## src/rtl/branch_pkg.sv

```systemverilog
// Shared encodings and stage-register layouts for the branch commit path.
package branch_pkg;

    localparam logic [2:0] F3_BEQ  = 3'b000;
    localparam logic [2:0] F3_BNE  = 3'b001;
    localparam logic [2:0] F3_BLT  = 3'b100;
    localparam logic [2:0] F3_BGE  = 3'b101;
    localparam logic [2:0] F3_BLTU = 3'b110;
    localparam logic [2:0] F3_BGEU = 3'b111;

    localparam logic [1:0] UNCBR_JAL  = 2'b10;
    localparam logic [1:0] UNCBR_JALR = 2'b11;

    // Next-PC selector used by the predictor; 01/11 are the recovery paths fed from EX/MEM.
    localparam logic [1:0] PCSEL_SEQ     = 2'b00;
    localparam logic [1:0] PCSEL_PCPLUS4 = 2'b01;
    localparam logic [1:0] PCSEL_BTB     = 2'b10;
    localparam logic [1:0] PCSEL_TARGET  = 2'b11;

    typedef struct packed {
        logic        valid;
        logic [31:0] pc;
        logic        btb_hit;
    } if_id_t;

    typedef struct packed {
        logic        valid;
        logic [31:0] pc;
        logic        btb_hit;
        logic        is_br;
        logic [2:0]  funct3;
        logic [1:0]  is_uncbr;
    } id_ex_t;

    // btb_key is PC[31:2]; index and tag are carved out of it at the outputs.
    typedef struct packed {
        logic        valid;
        logic [29:0] btb_key;
        logic [31:0] pcplus4;
        logic [31:0] target;
        logic        btb_hit;
        logic        decision;
        logic        is_br;
        logic [1:0]  is_uncbr;
        logic        mispredict;
    } ex_mem_t;

endpackage

```

## src/rtl/branch_commit_unit_if.sv

```systemverilog
// Pipeline-side inputs and predictor-facing resolution outputs of the branch commit unit.
interface branch_commit_unit_if #(
    parameter int INDEX_WIDTH = 12,
    parameter int CNT_WIDTH   = 32
);
    localparam int TAG_WIDTH = 32 - INDEX_WIDTH - 2;

    logic                   stall_i;
    logic                   flush_i;
    logic                   IF_valid_i;
    logic [31:0]            IF_pc_i;
    logic                   IF_btb_hit_i;
    logic                   ID_is_br_i;
    logic [2:0]             ID_br_funct3_i;
    logic [1:0]             ID_is_uncbr_i;
    logic [31:0]            EX_rs1_i;
    logic [31:0]            EX_rs2_i;
    logic [31:0]            EX_imm_i;

    logic [INDEX_WIDTH-1:0] EXMEM_btb_wr_index_o;
    logic [TAG_WIDTH-1:0]   EXMEM_btb_wr_tag_o;
    logic [31:0]            EXMEM_btb_wr_target_o;
    logic [31:0]            EXMEM_br_target_o;
    logic [31:0]            EXMEM_pcplus4_o;
    logic                   EXMEM_btb_hit_o;
    logic                   EXMEM_br_decision_o;
    logic                   EXMEM_is_br_o;
    logic [1:0]             EXMEM_is_uncbr_o;
    logic                   EXMEM_mispredict_o;
    logic [CNT_WIDTH-1:0]   br_cnt_o;
    logic [CNT_WIDTH-1:0]   mispred_cnt_o;

    modport master (
        input  stall_i, flush_i, IF_valid_i, IF_pc_i, IF_btb_hit_i,
               ID_is_br_i, ID_br_funct3_i, ID_is_uncbr_i,
               EX_rs1_i, EX_rs2_i, EX_imm_i,
        output EXMEM_btb_wr_index_o, EXMEM_btb_wr_tag_o, EXMEM_btb_wr_target_o,
               EXMEM_br_target_o, EXMEM_pcplus4_o, EXMEM_btb_hit_o,
               EXMEM_br_decision_o, EXMEM_is_br_o, EXMEM_is_uncbr_o,
               EXMEM_mispredict_o, br_cnt_o, mispred_cnt_o
    );

    modport slave (
        output stall_i, flush_i, IF_valid_i, IF_pc_i, IF_btb_hit_i,
               ID_is_br_i, ID_br_funct3_i, ID_is_uncbr_i,
               EX_rs1_i, EX_rs2_i, EX_imm_i,
        input  EXMEM_btb_wr_index_o, EXMEM_btb_wr_tag_o, EXMEM_btb_wr_target_o,
               EXMEM_br_target_o, EXMEM_pcplus4_o, EXMEM_btb_hit_o,
               EXMEM_br_decision_o, EXMEM_is_br_o, EXMEM_is_uncbr_o,
               EXMEM_mispredict_o, br_cnt_o, mispred_cnt_o
    );

endinterface

```

## src/rtl/br_compare.sv

```systemverilog
// Conditional-branch condition evaluator keyed on funct3.
module br_compare
    import branch_pkg::*;
(
    input  logic [31:0] rs1,
    input  logic [31:0] rs2,
    input  logic [2:0]  funct3,
    output logic        taken
);

    // Encodings 010/011 are not branches and never resolve taken.
    always_comb begin
        taken = 1'b0;
        case (funct3)
            F3_BEQ:  taken = (rs1 == rs2);
            F3_BNE:  taken = (rs1 != rs2);
            F3_BLT:  taken = ($signed(rs1) <  $signed(rs2));
            F3_BGE:  taken = ($signed(rs1) >= $signed(rs2));
            F3_BLTU: taken = (rs1 <  rs2);
            F3_BGEU: taken = (rs1 >= rs2);
            default: taken = 1'b0;
        endcase
    end

endmodule

```

## src/rtl/branch_commit_unit.sv

```systemverilog
// Carries BTB lookup results through IF/ID, ID/EX and EX/MEM, resolves branches in EX
// and presents the resolution to the predictor from the EX/MEM register.
module branch_commit_unit
    import branch_pkg::*;
#(
    parameter int INDEX_WIDTH = 12,
    parameter int CNT_WIDTH   = 32
) (
    input  logic                 clk_i,
    input  logic                 rst_i,
    branch_commit_unit_if.master bus
);

    localparam logic [CNT_WIDTH-1:0] CNT_ONE = {{(CNT_WIDTH-1){1'b0}}, 1'b1};
    localparam logic [CNT_WIDTH-1:0] CNT_MAX = {CNT_WIDTH{1'b1}};

    if_id_t               if_id_q, if_id_d;
    id_ex_t               id_ex_q, id_ex_d;
    ex_mem_t              ex_mem_q, ex_mem_d;
    ex_mem_t              ex_res_s;
    logic                 taken_s;
    logic                 is_jal_s;
    logic                 is_jalr_s;
    logic                 decision_s;
    logic [31:0]          jalr_sum_s;
    logic                 br_inc_s;
    logic                 mis_inc_s;
    logic [CNT_WIDTH-1:0] br_cnt_q, br_cnt_d;
    logic [CNT_WIDTH-1:0] mispred_cnt_q, mispred_cnt_d;

    br_compare u_br_compare (
        .rs1    (bus.EX_rs1_i),
        .rs2    (bus.EX_rs2_i),
        .funct3 (id_ex_q.funct3),
        .taken  (taken_s)
    );

    // EX resolution; an invalid EX slot produces an all-zero EX/MEM entry, which gates the outputs.
    always_comb begin
        ex_res_s   = '0;
        is_jal_s   = (id_ex_q.is_uncbr == UNCBR_JAL);
        is_jalr_s  = (id_ex_q.is_uncbr == UNCBR_JALR);
        jalr_sum_s = bus.EX_rs1_i + bus.EX_imm_i;
        if (id_ex_q.is_br) begin
            decision_s = taken_s;
        end else begin
            decision_s = is_jal_s | is_jalr_s;
        end
        if (id_ex_q.valid) begin
            ex_res_s.valid    = 1'b1;
            ex_res_s.btb_key  = id_ex_q.pc[31:2];
            ex_res_s.pcplus4  = id_ex_q.pc + 32'd4;
            ex_res_s.btb_hit  = id_ex_q.btb_hit;
            ex_res_s.decision = decision_s;
            ex_res_s.is_br    = id_ex_q.is_br;
            if (is_jalr_s) begin
                ex_res_s.target = {jalr_sum_s[31:1], 1'b0};
            end else begin
                ex_res_s.target = id_ex_q.pc + bus.EX_imm_i;
            end
            if (is_jal_s || is_jalr_s) begin
                ex_res_s.is_uncbr = id_ex_q.is_uncbr;
            end else begin
                ex_res_s.is_uncbr = 2'b00;
            end
            ex_res_s.mispredict = is_jalr_s |
                ((id_ex_q.is_br | is_jal_s) & (id_ex_q.btb_hit != decision_s));
        end else begin
            ex_res_s = '0;
        end
    end

    // Stage-register control: flush beats stall; EX/MEM always advances.
    always_comb begin
        if_id_d  = if_id_q;
        id_ex_d  = id_ex_q;
        ex_mem_d = ex_res_s;
        if (bus.flush_i) begin
            if_id_d  = '0;
            id_ex_d  = '0;
            ex_mem_d = '0;
        end else if (bus.stall_i) begin
            if_id_d  = if_id_q;
            id_ex_d  = '0;
            ex_mem_d = ex_res_s;
        end else begin
            if_id_d.valid    = bus.IF_valid_i;
            if_id_d.pc       = bus.IF_pc_i;
            if_id_d.btb_hit  = bus.IF_btb_hit_i;
            id_ex_d.valid    = if_id_q.valid;
            id_ex_d.pc       = if_id_q.pc;
            id_ex_d.btb_hit  = if_id_q.btb_hit;
            id_ex_d.is_br    = bus.ID_is_br_i;
            id_ex_d.funct3   = bus.ID_br_funct3_i;
            id_ex_d.is_uncbr = bus.ID_is_uncbr_i;
            ex_mem_d         = ex_res_s;
        end
    end

    // Saturating commit and misprediction counters.
    always_comb begin
        br_inc_s  = ex_mem_q.valid & (ex_mem_q.is_br | ex_mem_q.is_uncbr[1]);
        mis_inc_s = ex_mem_q.valid & ex_mem_q.mispredict;
        if (br_inc_s && (br_cnt_q != CNT_MAX)) begin
            br_cnt_d = br_cnt_q + CNT_ONE;
        end else begin
            br_cnt_d = br_cnt_q;
        end
        if (mis_inc_s && (mispred_cnt_q != CNT_MAX)) begin
            mispred_cnt_d = mispred_cnt_q + CNT_ONE;
        end else begin
            mispred_cnt_d = mispred_cnt_q;
        end
    end

    // State registers with asynchronous clear.
    always_ff @(posedge clk_i or posedge rst_i) begin
        if (rst_i) begin
            if_id_q       <= '0;
            id_ex_q       <= '0;
            ex_mem_q      <= '0;
            br_cnt_q      <= '0;
            mispred_cnt_q <= '0;
        end else begin
            if_id_q       <= if_id_d;
            id_ex_q       <= id_ex_d;
            ex_mem_q      <= ex_mem_d;
            br_cnt_q      <= br_cnt_d;
            mispred_cnt_q <= mispred_cnt_d;
        end
    end

    assign bus.EXMEM_btb_wr_index_o  = ex_mem_q.btb_key[INDEX_WIDTH-1:0];
    assign bus.EXMEM_btb_wr_tag_o    = ex_mem_q.btb_key[29:INDEX_WIDTH];
    assign bus.EXMEM_btb_wr_target_o = ex_mem_q.target;
    assign bus.EXMEM_br_target_o     = ex_mem_q.target;
    assign bus.EXMEM_pcplus4_o       = ex_mem_q.pcplus4;
    assign bus.EXMEM_btb_hit_o       = ex_mem_q.btb_hit;
    assign bus.EXMEM_br_decision_o   = ex_mem_q.decision;
    assign bus.EXMEM_is_br_o         = ex_mem_q.is_br;
    assign bus.EXMEM_is_uncbr_o      = ex_mem_q.is_uncbr;
    assign bus.EXMEM_mispredict_o    = ex_mem_q.mispredict;
    assign bus.br_cnt_o              = br_cnt_q;
    assign bus.mispred_cnt_o         = mispred_cnt_q;

endmodule
```

## src/flat_wrapper.sv

```systemverilog
// flat-port wrapper written by rule: the top's interface ports become plain ports
module branch_commit_unit_flat import branch_pkg::*;
#(
    parameter int INDEX_WIDTH = 12,
    parameter int CNT_WIDTH   = 32
)
  (clk_i, rst_i, bus_stall_i, bus_flush_i, bus_IF_valid_i, bus_IF_pc_i, bus_IF_btb_hit_i, bus_ID_is_br_i, bus_ID_br_funct3_i, bus_ID_is_uncbr_i, bus_EX_rs1_i, bus_EX_rs2_i, bus_EX_imm_i, bus_EXMEM_btb_wr_index_o, bus_EXMEM_btb_wr_tag_o, bus_EXMEM_btb_wr_target_o, bus_EXMEM_br_target_o, bus_EXMEM_pcplus4_o, bus_EXMEM_btb_hit_o, bus_EXMEM_br_decision_o, bus_EXMEM_is_br_o, bus_EXMEM_is_uncbr_o, bus_EXMEM_mispredict_o, bus_br_cnt_o, bus_mispred_cnt_o);
  branch_commit_unit_if #(.INDEX_WIDTH(INDEX_WIDTH), .CNT_WIDTH(CNT_WIDTH)) bus_i ();
  input  logic clk_i;
  input  logic rst_i;
  input wire logic [$bits(bus_i.stall_i)-1:0] bus_stall_i;
  input wire logic [$bits(bus_i.flush_i)-1:0] bus_flush_i;
  input wire logic [$bits(bus_i.IF_valid_i)-1:0] bus_IF_valid_i;
  input wire logic [$bits(bus_i.IF_pc_i)-1:0] bus_IF_pc_i;
  input wire logic [$bits(bus_i.IF_btb_hit_i)-1:0] bus_IF_btb_hit_i;
  input wire logic [$bits(bus_i.ID_is_br_i)-1:0] bus_ID_is_br_i;
  input wire logic [$bits(bus_i.ID_br_funct3_i)-1:0] bus_ID_br_funct3_i;
  input wire logic [$bits(bus_i.ID_is_uncbr_i)-1:0] bus_ID_is_uncbr_i;
  input wire logic [$bits(bus_i.EX_rs1_i)-1:0] bus_EX_rs1_i;
  input wire logic [$bits(bus_i.EX_rs2_i)-1:0] bus_EX_rs2_i;
  input wire logic [$bits(bus_i.EX_imm_i)-1:0] bus_EX_imm_i;
  output wire logic [$bits(bus_i.EXMEM_btb_wr_index_o)-1:0] bus_EXMEM_btb_wr_index_o;
  output wire logic [$bits(bus_i.EXMEM_btb_wr_tag_o)-1:0] bus_EXMEM_btb_wr_tag_o;
  output wire logic [$bits(bus_i.EXMEM_btb_wr_target_o)-1:0] bus_EXMEM_btb_wr_target_o;
  output wire logic [$bits(bus_i.EXMEM_br_target_o)-1:0] bus_EXMEM_br_target_o;
  output wire logic [$bits(bus_i.EXMEM_pcplus4_o)-1:0] bus_EXMEM_pcplus4_o;
  output wire logic [$bits(bus_i.EXMEM_btb_hit_o)-1:0] bus_EXMEM_btb_hit_o;
  output wire logic [$bits(bus_i.EXMEM_br_decision_o)-1:0] bus_EXMEM_br_decision_o;
  output wire logic [$bits(bus_i.EXMEM_is_br_o)-1:0] bus_EXMEM_is_br_o;
  output wire logic [$bits(bus_i.EXMEM_is_uncbr_o)-1:0] bus_EXMEM_is_uncbr_o;
  output wire logic [$bits(bus_i.EXMEM_mispredict_o)-1:0] bus_EXMEM_mispredict_o;
  output wire logic [$bits(bus_i.br_cnt_o)-1:0] bus_br_cnt_o;
  output wire logic [$bits(bus_i.mispred_cnt_o)-1:0] bus_mispred_cnt_o;
  assign bus_i.stall_i = bus_stall_i;
  assign bus_i.flush_i = bus_flush_i;
  assign bus_i.IF_valid_i = bus_IF_valid_i;
  assign bus_i.IF_pc_i = bus_IF_pc_i;
  assign bus_i.IF_btb_hit_i = bus_IF_btb_hit_i;
  assign bus_i.ID_is_br_i = bus_ID_is_br_i;
  assign bus_i.ID_br_funct3_i = bus_ID_br_funct3_i;
  assign bus_i.ID_is_uncbr_i = bus_ID_is_uncbr_i;
  assign bus_i.EX_rs1_i = bus_EX_rs1_i;
  assign bus_i.EX_rs2_i = bus_EX_rs2_i;
  assign bus_i.EX_imm_i = bus_EX_imm_i;
  assign bus_EXMEM_btb_wr_index_o = bus_i.EXMEM_btb_wr_index_o;
  assign bus_EXMEM_btb_wr_tag_o = bus_i.EXMEM_btb_wr_tag_o;
  assign bus_EXMEM_btb_wr_target_o = bus_i.EXMEM_btb_wr_target_o;
  assign bus_EXMEM_br_target_o = bus_i.EXMEM_br_target_o;
  assign bus_EXMEM_pcplus4_o = bus_i.EXMEM_pcplus4_o;
  assign bus_EXMEM_btb_hit_o = bus_i.EXMEM_btb_hit_o;
  assign bus_EXMEM_br_decision_o = bus_i.EXMEM_br_decision_o;
  assign bus_EXMEM_is_br_o = bus_i.EXMEM_is_br_o;
  assign bus_EXMEM_is_uncbr_o = bus_i.EXMEM_is_uncbr_o;
  assign bus_EXMEM_mispredict_o = bus_i.EXMEM_mispredict_o;
  assign bus_br_cnt_o = bus_i.br_cnt_o;
  assign bus_mispred_cnt_o = bus_i.mispred_cnt_o;
  branch_commit_unit #(.INDEX_WIDTH(INDEX_WIDTH), .CNT_WIDTH(CNT_WIDTH)) u_core (.clk_i(clk_i), .rst_i(rst_i), .bus(bus_i));
endmodule
```

## config.mk

```make
export PLATFORM = sky130hd
export DESIGN_NAME = branch_commit_unit_flat
export DESIGN_NICKNAME = d
export VERILOG_FILES = /design/src/rtl/branch_pkg.sv /design/src/rtl/branch_commit_unit_if.sv /design/src/rtl/br_compare.sv /design/src/rtl/branch_commit_unit.sv /design/src/flat_wrapper.sv
export SDC_FILE = /design/constraint.sdc
export NUM_CORES = 1
export LEC_CHECK = 0
export CELL_PAD_IN_SITES_DETAIL_PLACEMENT = 1
export CELL_PAD_IN_SITES_GLOBAL_PLACEMENT = 1
export CORE_ASPECT_RATIO = 1.1
export CORE_UTILIZATION = 35
export DETAILED_ROUTE_END_ITERATION = 7
export PLACE_DENSITY_LB_ADDON = 0.1
export SYNTH_ARGS = -nofsm -noshare
export SYNTH_HDL_FRONTEND = slang
export SYNTH_SLANG_ARGS = --single-unit
```

## constraint.sdc

```tcl
create_clock -name clk_i -period 9.8 [get_ports clk_i]
set_input_delay 2.94 -clock clk_i [delete_from_list [all_inputs] [get_ports clk_i]]
set_output_delay 2.94 -clock clk_i [all_outputs]
set_load 0.05 [all_outputs]
```

After elaboration in Yosys (flattened, before gate mapping). Index checks and enable logic that the tools add are counted.

Register bits after elaboration: 239. Bits of input ports: 140. Word-level logic and storage cells: 63.

Add/sub/neg operators: 5. Order comparisons: 4. Equality and inequality tests: 13. Mux-type cells: 10. Bitwise logic cells: 7. Reductions and logical operators: 4.

Operators by type and width (number): $mux 101 (2); $mux 40 (2); $mux 34 (2); $add 32x1->32 const B (2); $add 32x32->32 (2); $ge 32x32->1 (2); $lt 32x32->1 (2); $ne 32x32->1 const B (2); $add 32x3->32 const B (1); $eq 32x32->1 (1); $mux 32 (1); $ne 32x32->1 (1); $eq 3x3->1 const B (4); $pmux 1 s6 (1); $eq 2x2->1 const B (2); $or 1x1->1 (4); $and 1x1->1 (3); $eq 3x1->1 const B (1); $logic_not 3->1 (1); $logic_and 1x1->1 (2); $mux 2 (1); $ne 2x1->1 const B (1); $logic_or 1x1->1 (1); $mux 1 (1); $ne 1x1->1 (1).

Logic depth before layout (Yosys ltp).
Word-level depth: 8. Mapped depth: 11.

Modules after synthesis. Synthesis repeated with hierarchy kept, for this count alone.

Cell total of the unflattened synthesis: 1483. Area total of the unflattened synthesis: 14312.5 µm².

By module, submodules not included: branch_commit_unit (instances 1, cells an instance 1355, area an instance 13389.1 µm²); br_compare (instances 1, cells an instance 128, area an instance 923.4 µm²).

Least setup slack after synthesis. Ideal clock, no wire load.

Path type: input -> register. Start: input bus_EX_imm_i[0]. End: register u_core.ex_mem_q, in the netlist u_core.bus.EXMEM_br_target_o[16]. Setup time: 0.136 ns. Arrival: 5.242 ns. Data required time: 9.664 ns. Path slack: 4.421 ns. Stages: 11. Buffers on the path: 0. Path through: ha_1 -> fa_1 -> a21o_1 -> a21oi_1 -> o211ai_1 -> o211ai_1 -> a21oi_1 -> or2_2 -> a31oi_1 -> mux2i_1 -> a21oi_1.

RTL lines: start, declared (line flat_wrapper.sv:21) `input wire logic [$bits(bus_i.EX_imm_i)-1:0] bus_EX_imm_i;`; end signal, assigned (line branch_commit_unit.sv:127) `ex_mem_q <= ex_mem_d;`; end, declared (line branch_commit_unit.sv:19) `ex_mem_t ex_mem_q, ex_mem_d;`.

==> flow_metrics.tcl <==
set metrics [dict create \
    coreArea_um2 40300 \
    r2r_cells 11 \
    leakagePower_nw 8.31 \
    highest_layer "met5" \
    yosys.area_share.simple 0.182 \
    synth_top_family_by_area "simple AND/OR/NAND/NOR gates" \
    fin_crit_ps 5880 \
    critPathRequiredTime_ps 10260 \
    rr_endpoint "u_core.bus.EXMEM_br_target_o[30]$_DFF_PP0_" \
    worst-setup-path-type "primary input to flip-flop" \
    drt_iter0_drc 471 \
    async_flop_share 1.00 \
    synth-adder-area-share 0.0868 \
    relSlewSlack 0.204 \
    synth-edff-count 0 \
    grt_usage 0.218 \
    drive_gt1_frac 0.0516 \
    grt_max_degree 92 \
    setup_viol 0 \
    post-route-util 0.455 \
    placedInstanceArea_um2 17300 \
    synth.mux.area_fraction 0.0339 \
    pin_count 336 \
    nets 1921 \
    h-tree-depth 1 \
    insertion_delay_ps 580 \
    cts-root-buf "clkbuf_16" \
    hp-class "flip-flop to flip-flop" \
    drc_errors 0 \
    antenna_found_initial 3 \
    grt_pass1_vias 12283 \
    area_growth_pct 28.3 \
    rows 77 \
    hold_violations 0 \
    grt_pass1_wl_mm 70.6 \
    seqCellArea_um2 5980 \
    rsz0062_at_grt "no" \
    reg2reg_slack_ps 6470 \
    cp-end-kind "flip-flop" \
    wl_per_cell_um 20.3 \
    syn_nets 1711 \
    cp-start-kind "primary input" \
    gp_congestion 0.857 \
    min_from "u_core.if_id_q[23]$_DFFE_PP0P_" \
    maxSlewViolCount 0 \
    peakVddDrop_uv 125 \
    ant_nets 0 \
    cts_tree "built" \
    drv_cap 0 \
    finalClockSkew_ps 8.93 \
    ctsResizeCount 0 \
    avgSynthCellArea_um2 9.70 \
    drt-met1-wl_mm 20.0 \
    cts-buffers-inserted 30 \
    crit_path_end "u_core.bus.EXMEM_br_target_o[28]$_DFF_PP0_" \
    yosysSeqAreaShare 0.418 \
    ys_ff_latch 239 \
    worstPathArrival_ps 6340 \
    path_clk_slew_ps 60 \
    worstMarginPinSlew_ps 1180 \
    wl_met2_mm 21.6 \
    wl_mm 45.0 \
    fin_crit_sh 0.600 \
    post_cts_buffers 0 \
    initial_core_util 0.355 \
    grt-ovfl-total 0 \
    whs_ps 479 \
    tns_ps 0 \
    multi_input_area_um2 7010 \
    vias 11262 \
    synth-compound-area-share 0.110 \
    startpoint "bus_EX_imm_i[0]" \
    io_buffers 335 \
    synth_xor_xnor_area_share 0.0772 \
    synth-main-ff-cell "dfrtp_1" \
    syn_area_um2 14300 \
    hold_buffers 0 \
    max_freq_mhz 170 \
    cts_sinks 239 \
    cts_max_path_buffers 3 \
    fill_cells 4536 \
    yosysWarnings 0 \
    powerDensity_nw_per_um2 138 \
    drtPass1Iterations 4 \
    path_max_fanout 4 \
    die_area_um2 41600 \
    final_cell_area_um2 18300 \
    reg2reg_from "u_core.id_ex_q[7]$_DFF_PP0_" \
    p_total_mw 2.54 \
    syn_inst 1473 \
    post-dp-hpwl_mm 34.2 \
    viasPerCell 5.08 \
    wl_met3_mm 2.19 \
    synth.distinct_cells 74 \
    status "finished clean" \
    die_h_um 214 \
    die_w_um 195 \
]
-- stage by stage --
step | std cells | worst slack (ps)
floorplan | 1473 | 300
global placement | 2164 | 3510
CTS | 2218 | 4040
finish | 2219 | 3920
global route | 2218 | 3700
detailed placement | 2164 | 3440
-- registers in the layout (all words and copies together), names as in the netlist, 2 cells and up --
register,cells
u_core.bus.EXMEM_pcplus4_o,32
u_core.id_ex_q,40
u_core.bus.EXMEM_btb_wr_index_o,12
u_core.bus.EXMEM_is_uncbr_o,2
u_core.bus.br_cnt_o,32
u_core.if_id_q,34
u_core.bus.mispred_cnt_o,32
u_core.bus.EXMEM_btb_wr_tag_o,18
u_core.bus.EXMEM_br_target_o,32
-- Yosys cell counts (all sizes together), types with 3 or more instances --
cell type  count  area (um2)
clkbuf        32         120
a21oi         73         365
a311oi         6        71.3
or2            4        25.0
o21bai         5        37.5
buf          134         986
nor2         127         477
nor3          19         100
mux2           3        33.8
xor2          48         420
ha            96        1200
a31oi          8        50.1
o21a          11        82.6
nand4         40         256
o21ai         44         235
and3          26         173
o31a           3        26.3
and4           4        35.0
xnor2         78         683
a21boi         3        22.5
nor3b          5        37.5
nor4           3        25.0
dfrtp        239        5980
or4            3        26.3
and2          86         538
or3           14        97.6
a211oi        15         118
inv           54         203
o211ai        10        75.1
nand2b         7        43.8
nor2b         14        87.6
o22ai          6        37.5
a21o          26         195
nand3         53         288
o31ai          3        22.5
a211o          6        52.6
a221o          3        30.0
nand2         94         353
mux2i         45         450
-- worst max-delay path, stage by stage --
cell	delay [ps]
clkdlybuf4s50_1	450
and2_1	190
fa_1	400
a21oi_1	240
o21ai_0	160
a21oi_1	320
nor4_1	80
a21oi_1	350
a21oi_1	250
a31oi_1	490
mux2i_1	150
a211o_1	320
-- cell usage in the layout, fill, tap and decap left out, types with 4 or more instances in the layout --
cell	count
nor2b_1	14
or3_1	12
nor2_1	126
nor3_1	18
nand2b_1	6
a211oi_1	14
clkdlybuf4s50_1	334
a21oi_1	73
buf_4	9
and2_1	86
nand3_1	50
o22ai_1	6
dfrtp_1	239
a211o_1	6
and3_1	24
nand2_1	94
and4_1	4
clkbuf_16	30
clkbuf_1	4
xnor2_1	78
o21a_1	11
a21o_1	26
o21bai_1	5
nor3b_1	5
clkbuf_8	9
a31oi_1	8
ha_1	96
xor2_1	48
o211ai_1	10
o21ai_0	40
bufinv_16	4
inv_1	53
nand4_1	39
mux2i_1	45
-- power by group --
group | leakage, nW | internal [mW] | total (mW) | switching (mW)
Clock | 0.523 | 0.735 | 1.19 | 0.456
Combinational | 4.48 | 0.149 | 0.332 | 0.183
Sequential | 3.31 | 1.00 | 1.01 | 0.0127
-- worst min path at each step --
stage | end | slack, ps | cells after the start
finish | u_core.id_ex_q[29]$_DFF_PP0_ | 480 | 1
global route | u_core.id_ex_q[22]$_DFF_PP0_ | 490 | 1
CTS | u_core.id_ex_q[37]$_DFF_PP0_ | 480 | 1
detailed placement | u_core.id_ex_q[37]$_DFF_PP0_ | 470 | 1
global placement | u_core.id_ex_q[36]$_DFF_PP0_ | 460 | 1
floorplan | u_core.id_ex_q[10]$_DFF_PP0_ | 450 | 1
-- final cells by class --
class	count	share of cell area
clock inverter	11	0.0103
timing repair buffer	344	0.186
sequential	239	0.326
tap	513	0.0350
multi-input combinational	1014	0.382
antenna	1	0.000136
clock buffer	43	0.0485
inverter	54	0.0115
-- routing by layer --
layer	GRT usage	vias up
li1	-	5399
met4	0.0627	4
met1	0.280	5521
met2	0.371	275
met5	0	-
met3	0.0402	63
-- cells by family (layout without fill, tap and decap cells) --
group	count (synthesis)	after routing
AO/OA/AOI/OAI	239	239
XOR/XNOR	126	126
adder cells (fa/ha/maj)	98	98
buffers and inverters	220	452
flip-flops	239	239
multiplexers	48	48
other	0	1
AND/OR/NAND/NOR	503	503
Power figures use the tool's default switching activity.
